==> config.mk <==
export PLATFORM = sky130hd
export DESIGN_NAME = cpeta_error_monitor
export DESIGN_NICKNAME = d
export VERILOG_FILES = /design/src/rtl/cpeta_mon_pkg.sv /design/src/rtl/cpeta_ed_calc.sv /design/src/rtl/cpeta_error_monitor.sv
export SDC_FILE = /design/constraint.sdc
export NUM_CORES = 1
export LEC_CHECK = 0
export CAP_MARGIN = 20
export CORE_ASPECT_RATIO = 1.2
export CORE_MARGIN = 3
export CORE_UTILIZATION = 60
export CTS_BUF_LIST = sky130_fd_sc_hd__clkbuf_4
export CTS_CLUSTER_DIAMETER = 40
export DETAILED_ROUTE_END_ITERATION = 6
export PLACE_DENSITY = 0.86
export SLEW_MARGIN = 30
export SYNTH_ARGS = -nofsm -noshare
export SYNTH_HDL_FRONTEND = slang
export SYNTH_HIERARCHICAL = 1
export SYNTH_SLANG_ARGS = --single-unit
==> constraint.sdc <==
create_clock -name clk -period 5.83 [get_ports clk]
set_clock_uncertainty 0.15 [all_clocks]
set_input_delay 1.166 -clock clk [delete_from_list [all_inputs] [get_ports clk]]
set_output_delay 1.166 -clock clk [all_outputs]
set_load 0.02 [all_outputs]
==> src/rtl/cpeta_mon_pkg.sv <==
// cpeta_mon_pkg
// Shared definitions for the CPETA error monitor: FSM state encoding,
// default widths and the ED histogram bin edges.
// Optional feature macro: CPETA_ED_HIST_EN (histogram bins use the edges below).
package cpeta_mon_pkg;

    localparam int N_DEF     = 16;
    localparam int K_DEF     = 9;
    localparam int CNT_W_DEF = 32;
    localparam int ACC_W_DEF = 48;

    // Histogram bins: [1, EDGE1), [EDGE1, EDGE2), [EDGE2, EDGE3), [EDGE3, inf)
    localparam int HIST_EDGE1 = 16;
    localparam int HIST_EDGE2 = 256;
    localparam int HIST_EDGE3 = 4096;

    typedef enum logic [1:0] {
        IDLE    = 2'd0,
        COLLECT = 2'd1,
        DRAIN   = 2'd2,
        DONE    = 2'd3
    } mon_state_t;

endpackage

==> src/rtl/cpeta_ed_calc.sv <==
// cpeta_ed_calc
// Stage 1 of the error monitor: computes the exact (N+1)-bit sum a+b and the
// error distance ED = |exact - approx| and registers both with a valid flag.
// Ports:
//   clk, rst_n       clock, asynchronous active-low reset
//   flush            drops whatever is in the stage (window restart)
//   fire             a sample is transferred this cycle
//   a, b, approx     operands and approximate sum (N bits each)
//   out_valid        stage holds a sample
//   exact, ed        registered exact sum and error distance (N+1 bits)
module cpeta_ed_calc #(
    parameter int N = 16
) (
    input  logic         clk,
    input  logic         rst_n,
    input  logic         flush,
    input  logic         fire,
    input  logic [N-1:0] a,
    input  logic [N-1:0] b,
    input  logic [N-1:0] approx,
    output logic         out_valid,
    output logic [N:0]   exact,
    output logic [N:0]   ed
);

    logic [N:0]   exact_c;
    logic [N+1:0] diff_c;
    logic [N+1:0] diff_neg_c;
    logic [N:0]   ed_c;

    // The difference spans -(2^N-1)..(2^(N+1)-2), so one extra sign bit is
    // needed; the magnitude always fits back into N+1 bits.
    always_comb begin
        exact_c    = {1'b0, a} + {1'b0, b};
        diff_c     = {1'b0, exact_c} - {2'b00, approx};
        diff_neg_c = ~diff_c + {{(N+1){1'b0}}, 1'b1};
        ed_c       = diff_c[N+1] ? diff_neg_c[N:0] : diff_c[N:0];
    end

    always_ff @(posedge clk or negedge rst_n) begin
        if (!rst_n) begin
            out_valid <= 1'b0;
            exact     <= '0;
            ed        <= '0;
        end else begin
            out_valid <= fire && !flush;
            if (fire && !flush) begin
                exact <= exact_c;
                ed    <= ed_c;
            end
        end
    end

endmodule

==> src/rtl/cpeta_error_monitor.sv <==
// cpeta_error_monitor
// Response-side accuracy checker for the CPETA approximate adder. Accepts
// (a, b, approx_sum) samples over valid/ready, computes the error distance
// and accumulates saturating statistics over a window of win_len samples.
// Ports:
//   clk, rst_n            clock, asynchronous active-low reset
//   start                 pulse: clear stats, latch win_len, open a window
//   win_len               samples per window (0 behaves as 1)
//   in_valid / in_ready   sample handshake
//   a, b, approx_sum      sample payload
//   busy, done            window in progress / one-cycle completion pulse
//   sample_cnt, err_cnt   accepted samples / samples with ED != 0
//   ed_sum, ed_max        sum and maximum of ED over the window
//   k_id                  constant split point K
//   hist0..hist3          ED histogram (only with CPETA_ED_HIST_EN defined)
//   state_dbg             current FSM state
// Handshake: a transfer happens on a rising edge where in_valid && in_ready;
// in_ready depends only on monitor state and start, never on in_valid, and
// in_valid is ignored whenever in_ready is low.
// Optional feature macro: CPETA_ED_HIST_EN.
module cpeta_error_monitor
    import cpeta_mon_pkg::*;
#(
    parameter int N     = N_DEF,
    parameter int K     = K_DEF,
    parameter int CNT_W = CNT_W_DEF,
    parameter int ACC_W = ACC_W_DEF
) (
    input  logic             clk,
    input  logic             rst_n,
    input  logic             start,
    input  logic [CNT_W-1:0] win_len,
    input  logic             in_valid,
    output logic             in_ready,
    input  logic [N-1:0]     a,
    input  logic [N-1:0]     b,
    input  logic [N-1:0]     approx_sum,
    output logic             busy,
    output logic             done,
    output logic [CNT_W-1:0] sample_cnt,
    output logic [CNT_W-1:0] err_cnt,
    output logic [ACC_W-1:0] ed_sum,
    output logic [N:0]       ed_max,
    output logic [7:0]       k_id,
`ifdef CPETA_ED_HIST_EN
    output logic [CNT_W-1:0] hist0,
    output logic [CNT_W-1:0] hist1,
    output logic [CNT_W-1:0] hist2,
    output logic [CNT_W-1:0] hist3,
`endif
    output logic [1:0]       state_dbg
);

    mon_state_t       state, state_nxt;
    logic [CNT_W-1:0] win_q;
    logic [CNT_W-1:0] acc_cnt;
    logic             drain_cnt;
    logic             fire;
    logic             last_fire;

    logic             s1_valid;
    logic [N:0]       s1_exact;
    logic [N:0]       s1_ed;

    logic [CNT_W-1:0] sample_cnt_r;
    logic [CNT_W-1:0] err_cnt_r;
    logic [ACC_W-1:0] ed_sum_r;
    logic [N:0]       ed_max_r;
    logic [ACC_W:0]   ed_sum_add;

    // The exact sum is kept in stage 1 for other monitors reusing the
    // sub-module; the statistics here only need ED.
    logic unused_exact;
    assign unused_exact = ^s1_exact;

    // A start cycle never accepts: the sample would belong to no window.
    assign in_ready  = (state == COLLECT) && (acc_cnt < win_q) && !start;
    assign fire      = in_valid && in_ready;
    assign last_fire = fire && ((acc_cnt + CNT_W'(1)) == win_q);
    assign k_id      = 8'(K);
    assign state_dbg = state;

    always_comb begin
        state_nxt = state;
        busy      = 1'b0;
        done      = 1'b0;
        unique case (state)
            IDLE: ;
            COLLECT: begin
                busy = 1'b1;
                if (last_fire) state_nxt = DRAIN;
            end
            DRAIN: begin
                busy = 1'b1;
                if (drain_cnt) state_nxt = DONE;
            end
            DONE: begin
                done      = 1'b1;
                state_nxt = IDLE;
            end
            default: state_nxt = IDLE;
        endcase
        // start wins from any state; in DONE the pulse above still goes out.
        if (start) state_nxt = COLLECT;
    end

    always_ff @(posedge clk or negedge rst_n) begin
        if (!rst_n) begin
            state     <= IDLE;
            win_q     <= '0;
            acc_cnt   <= '0;
            drain_cnt <= 1'b0;
        end else begin
            state     <= state_nxt;
            drain_cnt <= (state == DRAIN) && !drain_cnt && !start;
            if (start) begin
                win_q   <= (win_len == '0) ? CNT_W'(1) : win_len;
                acc_cnt <= '0;
            end else if (fire) begin
                acc_cnt <= acc_cnt + CNT_W'(1);
            end
        end
    end

    cpeta_ed_calc #(.N(N)) u_ed_calc (
        .clk       (clk),
        .rst_n     (rst_n),
        .flush     (start),
        .fire      (fire),
        .a         (a),
        .b         (b),
        .approx    (approx_sum),
        .out_valid (s1_valid),
        .exact     (s1_exact),
        .ed        (s1_ed)
    );

    assign ed_sum_add = {1'b0, ed_sum_r} + (ACC_W+1)'(s1_ed);

    // Stage 2: saturating statistics.
    always_ff @(posedge clk or negedge rst_n) begin
        if (!rst_n) begin
            sample_cnt_r <= '0;
            err_cnt_r    <= '0;
            ed_sum_r     <= '0;
            ed_max_r     <= '0;
        end else if (start) begin
            sample_cnt_r <= '0;
            err_cnt_r    <= '0;
            ed_sum_r     <= '0;
            ed_max_r     <= '0;
        end else if (s1_valid) begin
            if (sample_cnt_r != '1) sample_cnt_r <= sample_cnt_r + CNT_W'(1);
            if (s1_ed != '0 && err_cnt_r != '1) err_cnt_r <= err_cnt_r + CNT_W'(1);
            ed_sum_r <= ed_sum_add[ACC_W] ? '1 : ed_sum_add[ACC_W-1:0];
            if (s1_ed > ed_max_r) ed_max_r <= s1_ed;
        end
    end

    assign sample_cnt = sample_cnt_r;
    assign err_cnt    = err_cnt_r;
    assign ed_sum     = ed_sum_r;
    assign ed_max     = ed_max_r;

`ifdef CPETA_ED_HIST_EN
    logic [CNT_W-1:0] hist_r [4];
    logic [1:0]       bin;

    always_comb begin
        bin = 2'd3;
        if (s1_ed < (N+1)'(HIST_EDGE1))      bin = 2'd0;
        else if (s1_ed < (N+1)'(HIST_EDGE2)) bin = 2'd1;
        else if (s1_ed < (N+1)'(HIST_EDGE3)) bin = 2'd2;
    end

    // ED == 0 falls into no bin.
    always_ff @(posedge clk or negedge rst_n) begin
        if (!rst_n) begin
            for (int i = 0; i < 4; i++) hist_r[i] <= '0;
        end else if (start) begin
            for (int i = 0; i < 4; i++) hist_r[i] <= '0;
        end else if (s1_valid && s1_ed != '0 && hist_r[bin] != '1) begin
            hist_r[bin] <= hist_r[bin] + CNT_W'(1);
        end
    end

    assign hist0 = hist_r[0];
    assign hist1 = hist_r[1];
    assign hist2 = hist_r[2];
    assign hist3 = hist_r[3];
`endif

endmodule

==> results_dict.tcl <==
set metrics [dict create \
    cts_buffer_depth 3 \
    die_w_um 155 \
    path_clk_slew_ns 0.07 \
    total_power_w 0.00520 \
    dpl_cell_area_um2 18200 \
    dp_hpwl_mm 33.1 \
    place.gp.congestion 0.927 \
    crit_type "in2reg" \
    cp_top_family "compound AO/OA/AOI/OAI gates" \
    cts_buffers 56 \
    drc 0 \
    post-route-min-period_ns 5.23 \
    critPathLaunchType "input port" \
    grt.overflow.total 0 \
    htree_levels 2 \
    layout-drive-gt1-share_pct 6.90 \
    grt_pass1_wl_mm 74.1 \
    final_area_um2 19000 \
    r2r_cells 11 \
    crit_chain "clkdlybuf4s50_1 -> ha_1 -> fa_1 -> a211oi_2 -> o21ai_1 -> a311oi_1 -> and2b_1 -> nor2_1 -> xnor2_1 -> ha_1 -> o21ai_0 -> a21oi_1 -> o21ai_0 -> a21oi_2 -> o41ai_2 -> nand2b_2 -> o21bai_1 -> xor2_1 -> o21ai_1" \
    initial_utilization_pct 61.7 \
    r2r_end "u_ed_calc/ed[16]" \
    drt_wl_total_mm 45.7 \
    io_pins 226 \
    viasPerCell 6.30 \
    die-area_um2 28500 \
    period_share_pct 89.7 \
    critPathMaxFanout 16 \
    post_synth.cell_area_avg_um2 8.35 \
    rsz0062_at_grt "no" \
    cts-root-buf "clkbuf_4" \
    clk_latency_ns 0.71 \
    setup_viol_count_final 0 \
    cp.required_ns 6.25 \
    arrival_ns 5.65 \
    placed_cells 2377 \
    crit_slowest_cell "fa_1" \
    slew_violations 0 \
    fin_setup_tns_ns 0 \
    max_freq_mhz 191 \
    drt_iter0_markers 1186 \
    grt_max_degree 122 \
    post_cts_buffers 0 \
    tightest_slew_ns 1.00 \
    nNetsFinal 2298 \
    antenna_found_initial 1 \
    cts_tree "done" \
    drtAntennaViolNets 0 \
    grt_pass1_vias 15300 \
    wl_per_cell_um 18.5 \
    area_growth_pct 19.7 \
    vdd_drop_max_v 0.000172 \
    max_slew_margin_pct 32.1 \
    hp-class "in2async" \
    r2r-start "acc_cnt[9]" \
    critical_path_buf_inv_count 1 \
    numClockSinks 214 \
    maxCapViolCount 0 \
    slowest_delay_ns 0.45 \
    dieHeight_um 184 \
    r2r_slack_ns 1.97 \
    track_usage_pct 31.0 \
    coreArea_um2 25800 \
    ys_warn_count 6 \
    hold_viol 0 \
    status "completed" \
    cts_resized 0 \
    syn_area_um2 15900 \
    hold_buffers 0 \
    io_buffers 217 \
    finalNonFillerCells 2476 \
    synth_cells 1904 \
    p_leak_nw 7.96 \
    std_cell_rows 64 \
    powerDensity_nw_per_um2 273 \
    vias 15600 \
    firstDrtPassIters 7 \
    crit_path_end_kind "flop" \
]
==> how the worst max path moves through the flow <==
stage	start	to	cells past startpoint
floorplan	a[0]	u_ed_calc/ed[10]	17
global placement	a[0]	u_ed_calc/ed[13]	17
detailed placement	a[0]	u_ed_calc/ed[6]	17
CTS	a[0]	u_ed_calc/ed[13]	17
global route	a[0]	u_ed_calc/ed[6]	17
finish	a[0]	u_ed_calc/ed[13]	19
==> worst register-to-register path: cells and delay by family (launching register included) <==
family | cells | cell delay (ns)
and+or+nand+nor | 2 | 0.51
DFF | 1 | 0.50
buffers and inverters | 2 | 0.47
AOI/OAI and AO/OA | 6 | 1.69
adders and majority gates | 1 | 0.36
==> layout by cell type, fill, tap and decap left out, drive strengths merged, types with 17 or more instances in the layout <==
| cell type | n |
|---|---|
| inv | 114 |
| a211oi | 23 |
| a31oi | 20 |
| ha | 105 |
| clkbuf | 76 |
| nor3 | 62 |
| and4 | 34 |
| clkinv | 18 |
| dfrtp | 214 |
| xnor2 | 79 |
| xor2 | 74 |
| nor4 | 28 |
| o21ai | 166 |
| nor2 | 182 |
| a32oi | 18 |
| a2111oi | 17 |
| nand4 | 49 |
| clkdlybuf4s50 | 215 |
| nand3 | 88 |
| buf | 20 |
| and3 | 38 |
| nor2b | 48 |
| nand2 | 151 |
| a21o | 20 |
| a21oi | 91 |
==> metrics by stage <==
| stage | utilization (%) | setup WS (ns) | hold WS, ns |
|---|---|---|---|
| after floorplan | - | 0.940 | 0.315 |
| after global placement | 70.8 | 0.185 | 0.344 |
| after detailed placement | 70.8 | 0.0640 | 0.340 |
| after CTS | 73.6 | 0.734 | 0.354 |
| after global routing | 73.8 | 0.396 | 0.135 |
| final | 73.8 | 0.600 | 0.189 |
==> area by class of cell <==
class	instances	area, um2
clock inverter	21	168
sequential	214	5360
inverter	115	432
antenna	1	2.50
multi-input combinational	1484	9750
fill	1962	6760
clock buffer	76	571
timing repair buffer	235	2340
tap	330	413
==> routing by layer <==
metal | global-route usage (%) | wire [um] | vias to the layer above | part of all wire [%]
met1 | 36.0 | 17300 | 7412 | 38
met3 | 5.71 | 3330 | 156 | 7.3
li1 | - | - | 7317 | -
met5 | 0 | 0 | - | 0
met4 | 17.1 | 2550 | 0 | 5.6
met2 | 54.0 | 22500 | 704 | 49
==> flip-flops by register name, indices dropped and copies added (netlist names) <==
name and cells:
u_ed_calc/ed 17, acc_cnt 32, win_q 32, sample_cnt 32, state_dbg 2, drain_cnt 1
ed_sum 48, err_cnt 32, u_ed_calc/out_valid 1, ed_max 17
==> power breakdown <==
| group | internal (W) | total, W | switching, W |
|---|---|---|---|
| Combinational | 0.000805 | 0.00198 | 0.00118 |
| Clock | 0.000737 | 0.00139 | 0.000652 |
| Sequential | 0.00162 | 0.00183 | 0.000213 |
| Total | 0.00316 | 0.00520 | 0.00204 |
Note: power is estimated with default switching activity, not from simulation.
